===== src/rtl/div_arb_pkg.sv =====
// Shared types and widths for the FP32 divider arbiter.
package div_arb_pkg;

  localparam int FP_W  = 32;
  localparam int ST_W  = 8;
  localparam int RND_W = 3;

  typedef enum logic [1:0] {
    S_IDLE  = 2'd0,
    S_START = 2'd1,
    S_BUSY  = 2'd2,
    S_RESP  = 2'd3
  } state_t;

endpackage


===== src/rtl/rr_arbiter.sv =====
// Round-robin requester selection: scan upward from ptr with wrap, first valid wins.
module rr_arbiter #(
  parameter int N  = 2,
  parameter int IW = (N > 1) ? $clog2(N) : 1
) (
  input  logic [N-1:0]  valid,
  input  logic [IW-1:0] ptr,
  output logic [N-1:0]  grant,
  output logic [IW-1:0] idx,
  output logic          any
);

  int sum;
  logic [IW-1:0] pos;

  always_comb begin
    grant = '0;
    idx   = '0;
    any   = 1'b0;
    sum   = 0;
    pos   = '0;
    for (int k = 0; k < N; k++) begin
      sum = int'(ptr) + k;
      if (sum >= N) sum = sum - N;
      pos = IW'(sum);
      if (!any && valid[pos]) begin
        any        = 1'b1;
        grant[pos] = 1'b1;
        idx        = pos;
      end
    end
  end

endmodule


===== src/rtl/fp_div_arbiter.sv =====
// Shares one sequential FP32 divider among N requesters with round-robin
// arbitration, a busy-timeout abort and a held response per owner.
module fp_div_arbiter
  import div_arb_pkg::*;
#(
  parameter int N       = 2,
  parameter int TIMEOUT = 15
) (
  input  logic              clk,
  input  logic              rst,
  input  logic [N-1:0]      req_valid,
  output logic [N-1:0]      req_ready,
  input  logic [N*FP_W-1:0] req_a,
  input  logic [N*FP_W-1:0] req_b,
  input  logic [RND_W-1:0]  cfg_rnd,
  output logic [N-1:0]      rsp_valid,
  input  logic [N-1:0]      rsp_ready,
  output logic [FP_W-1:0]   rsp_z,
  output logic [ST_W-1:0]   rsp_status,
  output logic              rsp_err,
  output logic              div_start,
  output logic [FP_W-1:0]   div_a,
  output logic [FP_W-1:0]   div_b,
  output logic [RND_W-1:0]  div_rnd,
  input  logic              div_complete,
  input  logic [FP_W-1:0]   div_z,
  input  logic [ST_W-1:0]   div_status,
  output logic              busy,
  output logic [1:0]        dbg_state
);

  localparam int IW = (N > 1) ? $clog2(N) : 1;
  localparam int CW = $clog2(TIMEOUT + 1);

  state_t          state;
  logic [IW-1:0]   ptr;
  logic [IW-1:0]   owner;
  logic [CW-1:0]   cnt;
  logic [FP_W-1:0] op_a;
  logic [FP_W-1:0] op_b;
  logic [RND_W-1:0] op_rnd;

  logic [N-1:0]  grant;
  logic [IW-1:0] win_idx;
  logic          win_any;

  rr_arbiter #(.N(N), .IW(IW)) u_rr (
    .valid (req_valid),
    .ptr   (ptr),
    .grant (grant),
    .idx   (win_idx),
    .any   (win_any)
  );

  // Handshakes: a transfer happens on a rising edge where valid and ready are
  // both high; valid never depends on ready. req_ready is offered only in IDLE,
  // rsp_valid only for the owner in RESP, and rsp_* stay frozen until taken.
  always_comb begin
    req_ready = '0;
    rsp_valid = '0;
    if (!rst && state == S_IDLE) req_ready = grant;
    if (state == S_RESP) rsp_valid[owner] = 1'b1;
  end

  assign div_start = (state == S_START);
  assign div_a     = op_a;
  assign div_b     = op_b;
  assign div_rnd   = op_rnd;
  assign busy      = (state != S_IDLE);
  assign dbg_state = state;

  always_ff @(posedge clk or posedge rst) begin
    if (rst) begin
      state      <= S_IDLE;
      ptr        <= '0;
      owner      <= '0;
      cnt        <= '0;
      op_a       <= '0;
      op_b       <= '0;
      op_rnd     <= '0;
      rsp_z      <= '0;
      rsp_status <= '0;
      rsp_err    <= 1'b0;
    end else begin
      case (state)
        S_IDLE: begin
          if (win_any) begin
            op_a   <= req_a[win_idx*FP_W +: FP_W];
            op_b   <= req_b[win_idx*FP_W +: FP_W];
            op_rnd <= cfg_rnd;
            owner  <= win_idx;
            state  <= S_START;
          end
        end
        S_START: begin
          cnt   <= '0;
          state <= S_BUSY;
        end
        // Complete is looked at only here, so one left high from the previous
        // operation cannot be mistaken for this one's result.
        S_BUSY: begin
          cnt <= cnt + 1'b1;
          if (div_complete) begin
            rsp_z      <= div_z;
            rsp_status <= div_status;
            rsp_err    <= 1'b0;
            state      <= S_RESP;
          end else if (cnt == CW'(TIMEOUT - 1)) begin
            rsp_z      <= '0;
            rsp_status <= '0;
            rsp_err    <= 1'b1;
            state      <= S_RESP;
          end
        end
        S_RESP: begin
          if (rsp_ready[owner]) begin
            ptr   <= (owner == IW'(N - 1)) ? '0 : owner + 1'b1;
            state <= S_IDLE;
          end
        end
        default: state <= S_IDLE;
      endcase
    end
  end

endmodule

===== config.mk =====
export PLATFORM = sky130hd
export DESIGN_NAME = fp_div_arbiter
export DESIGN_NICKNAME = d
export VERILOG_FILES = /design/src/rtl/div_arb_pkg.sv /design/src/rtl/rr_arbiter.sv /design/src/rtl/fp_div_arbiter.sv
export SDC_FILE = /design/constraint.sdc
export NUM_CORES = 1
export LEC_CHECK = 0
export ABC_CLOCK_PERIOD_IN_PS = 5900
export CELL_PAD_IN_SITES_DETAIL_PLACEMENT = 1
export CELL_PAD_IN_SITES_GLOBAL_PLACEMENT = 2
export CORE_UTILIZATION = 22
export CTS_CLUSTER_SIZE = 28
export DETAILED_ROUTE_END_ITERATION = 8
export PLACE_DENSITY_LB_ADDON = 0.1
export SLEW_MARGIN = 20
export SYNTH_ARGS = -nofsm -noshare
export SYNTH_HDL_FRONTEND = slang
export SYNTH_SLANG_ARGS = --single-unit

===== constraint.sdc =====
create_clock -name clk -period 5.9 [get_ports clk]
set_clock_uncertainty 0.05 [all_clocks]
set_input_delay 1.18 -clock clk [delete_from_list [all_inputs] [get_ports clk]]
set_output_delay 1.18 -clock clk [all_outputs]
set_load 0.05 [all_outputs]

Yosys cells after proc, flatten, opt, wreduce, memory -nomap -nowiden

Index checks and enable logic that the tools add are counted.

Register bits after elaboration: 116
Output and inout bits: 116
Word-level logic and storage cells: 83

Add/subtract/negate cells: 5
$lt $le $gt $ge: 8
Equality and inequality tests: 7
Shift operators: 2
Mux-type cells: 35
Bitwise logic cells: 1
Reduce and logical (&&, ||, !) cells: 15

Operator list:

| operator                                                                             | count |
|---|---|
| 64-bit by 7-bit indexed part select with 32-bit output                               | 2 |
| 32-bit 2-to-1 mux                                                                    | 2 |
| 1-bit 2-to-1 mux                                                                     | 18 |
| 2-bit 2-to-1 mux                                                                     | 8 |
| 8-bit 2-to-1 mux                                                                     | 2 |
| 2-bit one-hot mux with 4 select lines                                                | 1 |
| 4-bit one-hot mux with 2 select lines                                                | 1 |
| 1-bit by 2-bit < comparator with 1-bit output (second input constant)                | 3 |
| 2-bit AND reduction                                                                  | 3 |
| 2-bit nonzero test                                                                   | 3 |
| 1-bit logical AND                                                                    | 5 |
| 4-bit by 1-bit adder with 4-bit output (second input constant)                       | 1 |
| 2-bit == test (second input constant)                                                | 2 |
| 4-bit == test (second input constant)                                                | 1 |
| 2-bit by 1-bit != test with 1-bit output (second input constant)                     | 2 |
| 1-bit demux with 1-bit select                                                        | 3 |
| 1-bit greater-or-equal comparator (second input constant)                            | 3 |
| 3-bit != test (second input constant)                                                | 1 |
| 3-bit AND reduction                                                                  | 1 |
| 1-bit by 1-bit adder with 2-bit output (second input constant)                       | 1 |
| 2-bit by 1-bit == test with 1-bit output (second input constant)                     | 1 |
| 1-bit by 2-bit greater-or-equal comparator with 1-bit output (second input constant) | 1 |
| 2-bit greater-or-equal comparator (second input constant)                            | 1 |
| 1-bit logical NOT                                                                    | 2 |
| other kinds (4)                                                                      | 5 |

Depth between registers and ports, before layout

Depth in word-level cells: 10
Mapped depth: 8
Mapped depth without buffers: 5

Cells and area by module

From an unflattened synthesis, not the netlist that was laid out.

Cells, all modules: 435
Area total of the unflattened synthesis: 5161.2 um^2

By module, submodules not included:

| module         | times used | cells each | area each (um^2) | sequential area each (um^2) |
|---|---|---|---|---|
| fp_div_arbiter | 1          | 430        | 5128.7           | 2902.8 |
| rr_arbiter     | 1          | 5          | 32.5             | 0.0 |

Least setup slack after synthesis

No wires, ideal clock.

Kind: input-to-output
From: input rst
To: output req_ready[0]
Data arrival time: 4.650 ns
Data required time: 4.670 ns
Setup slack: 0.020 ns
Stages: 3
Path through: inv_1 > nand3_1 > a21oi_1

Longest elaborated chain between the ends: 3

RTL lines:

| element                     | RTL line             | text |
|---|---|---|
| start: declaration          | fp_div_arbiter.sv:10 | `input logic rst,` |
| 1-bit logical NOT (no line) | -                    |  |
| 1-bit logical AND           | fp_div_arbiter.sv:61 | `if (!rst && state == S_IDLE) req_ready = grant;` |
| 2-bit 2-to-1 mux            | fp_div_arbiter.sv:61 |  |
| end: declaration            | fp_div_arbiter.sv:12 | `output logic [N-1:0] req_ready,` |

No other way between the ends.

Worst setup path in the final report

From: input req_valid[0]
To: output req_ready[1]

Longest elaborated chain between the ends: 7
Elaborated cells between the ends (all ways): 11
Classes of those cells: mux: 8; bitwise: 1; reduce/logical: 2

RTL lines:

| element                                             | RTL line             | text |
|---|---|---|
| start: declaration                                  | fp_div_arbiter.sv:11 | `input logic [N-1:0] req_valid,` |
| 1-bit 2-to-1 mux (not written as such) (2 in a row) | rr_arbiter.sv:26     | `if (!any && valid[pos]) begin` |
| 1-bit 2-to-1 mux                                    | rr_arbiter.sv:26     |  |
| 1-bit logical NOT                                   | rr_arbiter.sv:26     |  |
| 1-bit logical AND                                   | rr_arbiter.sv:26     |  |
| 2-bit 2-to-1 mux *                                  | rr_arbiter.sv:26     |  |
| 2-bit 2-to-1 mux *                                  | fp_div_arbiter.sv:61 |  |

Mark *: on every way between the ends. The rest lies on a longest branch, timed or not. The select of a mux whose other input is x is not followed.

==> flow_metrics.env <==
export IMPL_hold_depth=1
export IMPL_start_util_pct=22.7
export IMPL_setup_viol=0
export IMPL_wirelength_mm=20.9
export IMPL_cp_start_kind="primary input"
export IMPL_crit_family="buffers and inverters"
export IMPL_synth_cell_type_count=35
export IMPL_p_per_area_mw_per_mm2=624
export IMPL_track_usage_pct=16.3
export IMPL_coreArea_sq_mm=0.0238
export IMPL_vias_per_cell=4.63
export IMPL_syn_avg_cell_area_sq_um=10.4
export IMPL_whs_endpoint="rsp_z[0]"
export IMPL_cts_root_buf="clkbuf_16"
export IMPL_wl_per_cell_um=18.6
export IMPL_period_share_pct=70.7
export IMPL_whs_ps=453
export IMPL_rsz0062_at_grt="no"
export IMPL_crit_slowest_cell="clkdlybuf4s50_1"
export IMPL_use_met2_pct=27.2
export IMPL_status="finished clean"
export IMPL_postCtsSetupBuffers=0
export IMPL_synth_cells=519
export IMPL_die_h_um=159
export IMPL_worstHoldStart="rsp_z[0]"
export IMPL_clkTransAtPathRegs_ps=60
export IMPL_grt_util_met3_pct=4.06
export IMPL_grt_pass1_wl_mm=30.8
export IMPL_clock_path_buffers=2
export IMPL_io_buffers=293
export IMPL_rr_worst_depth=5
export IMPL_grt_max_degree=130
export IMPL_cp_cell_sequence="clkdlybuf4s50_1 -> nor2b_4 -> nor4_1 -> clkdlybuf4s50_1"
export IMPL_layout_min_cycle_time_ps=4170
export IMPL_path_class="primary input to primary output"
export IMPL_area_growth_pct=69.6
export IMPL_crit_arrival_ps=2940
export IMPL_cp_end_kind="primary output"
export IMPL_finalInstanceArea_sq_mm=0.00916
export IMPL_dpl_cell_area_sq_mm=0.00852
export IMPL_gr_total_overflow=0
export IMPL_tritoncts="built"
export IMPL_layout_commonest_cell="clkdlybuf4s50_1"
export IMPL_insertion_delay_ps=420
export IMPL_met1_usage_pct=19.9
export IMPL_layout_common_cells="clkdlybuf4s50_1, dfrtp_1, nand3b_1, nor2_1, a31oi_1"
export IMPL_design_die_area_sq_mm=0.0252
export IMPL_finalSetupTns_ps=0
export IMPL_r2r_slack_ps=3550
export IMPL_ys_ff_latch=116
export IMPL_ctsHoldBuffers=0
export IMPL_drtIter0Drc=231
export IMPL_synth_area_sq_mm=0.00540
export IMPL_htree_levels=4
export IMPL_numCtsBuffers=17
export IMPL_slew_viol_final=0
export IMPL_worstReg2RegStart="dbg_state[1]"
export IMPL_fmax_mhz=240
export IMPL_antenna_found_initial=1
export IMPL_grt_busiest_layer="met2"
export IMPL_peakVddDrop_uv=257
export IMPL_pin_count=294
export IMPL_ys_seq_area_share_pct=53.8
export IMPL_hp_class="flip-flop to flip-flop"
export IMPL_num_rows=56
export IMPL_cp_buffers_inverters=2
export IMPL_hpwl_mm=14.1
export IMPL_die_w_um=159
export IMPL_drc=0
export IMPL_vias=5192
export IMPL_cts_resized=0
export IMPL_relSlewSlack_pct=39.9
export IMPL_gp_congestion=0.740
export IMPL_drv_cap=0
export IMPL_p_leak_nw=3.59
export IMPL_worstPathRequired_ps=4670
export IMPL_syn_nets=704
export IMPL_cp_max_fo=4
export IMPL_hold_violations=0
export IMPL_nets=973
export IMPL_cpPeakStageDelay_ps=920
export IMPL_yosys_warnings=0
export IMPL_cp_common_cell="clkdlybuf4s50_1"
export IMPL_first_pass_iters=4
export IMPL_grt_pass1_vias=5456
export IMPL_layout_drive_gt1_share_pct=6.49
export IMPL_worstMarginPinSlew_ps=902
export IMPL_r2r_end="div_rnd[0]"
export IMPL_total_power_mw=5.72
export IMPL_ant_nets=0
export IMPL_cts_sinks=116
stage by stage:
stage	worst slack [ps]	instances	utilization (%)
floorplan	20.2	519	-
global placement	1690	1087	35.9
detailed placement	1750	1087	35.9
CTS	1740	1119	38.4
global route	1670	1121	38.5
finish	1730	1121	38.5
cell usage after synthesis:
cell type	instances	area share, %
and3_1	1	0.12
a31oi_1	64	7.4
o21a_1	1	0.14
nand2_1	4	0.28
o31ai_1	1	0.14
mux2_4	3	0.83
nor2_1	64	4.4
and2b_2	1	0.16
o21ai_2	1	0.16
o21ai_0	29	2.7
buf_6	5	1.0
nor2b_1	2	0.23
buf_4	5	0.70
inv_1	9	0.63
buf_2	32	3.0
o32ai_1	1	0.16
a2111oi_0	1	0.16
inv_2	1	0.069
nand3_1	3	0.28
o21ai_1	37	3.4
clkbuf_1	10	0.70
nor4_1	1	0.12
and2_2	1	0.14
mux2i_1	4	0.74
a22o_1	40	6.5
nor2b_4	1	0.25
ha_1	7	1.6
o2bb2ai_1	2	0.32
a221o_1	1	0.19
nor3b_1	1	0.14
dfrtp_1	116	54
nand2b_1	1	0.12
a21oi_1	4	0.37
nand3b_1	64	8.9
and2_1	1	0.12
logic make-up after synthesis:
family | Yosys count | share of synthesized area (%)
AOI/OAI and AO/OA | 182 | 21.7
adders and majority gates | 7 | 1.62
and+or+nand+nor | 145 | 15.3
muxes | 7 | 1.58
DFF | 116 | 53.8
buffers and inverters | 62 | 6.09
metal layers:
layer | routed length [um] | share of wire [%]
met5 | 0 | 0
met4 | 361 | 1.7
met3 | 1260 | 6.0
met2 | 10500 | 50
met1 | 8760 | 42
area by class of cell:
| type | instances | area (sq um) |
|---|---|---|
| Fill cell | 2610 | 14600 |
| Timing Repair Buffer | 302 | 3030 |
| Sequential cell | 116 | 2900 |
| Multi-Input combinational cell | 341 | 2180 |
| Clock buffer | 18 | 439 |
| Tap cell | 319 | 399 |
| Clock inverter | 14 | 165 |
| Inverter | 10 | 40.0 |
| Antenna cell | 1 | 2.50 |
registers in the layout (all words and copies together) (netlist names):
name        cells
div_a          32
div_b          32
rsp_z          32
rsp_status      8
cnt             4
div_rnd         3
dbg_state       2
owner           1
ptr             1
rsp_err         1
power by group:
part	switching [mW]	internal (mW)	total [mW]
combinational	2.10	1.13	3.24
sequential	0.220	1.18	1.40
clock	0.430	0.648	1.08
how the worst max path moves through the flow:
stage,from,end,slack (ps),depth (start not counted)
2_1_floorplan,rst,req_ready[0],20,3
3_3_place_gp,req_valid[0],req_ready[1],1690,4
3_5_place_dp,req_valid[0],req_ready[1],1750,4
4_1_cts,req_valid[0],req_ready[1],1740,4
5_1_grt,req_valid[0],req_ready[1],1670,4
6_report,req_valid[0],req_ready[1],1730,4
Power figures use the tool's default switching activity.
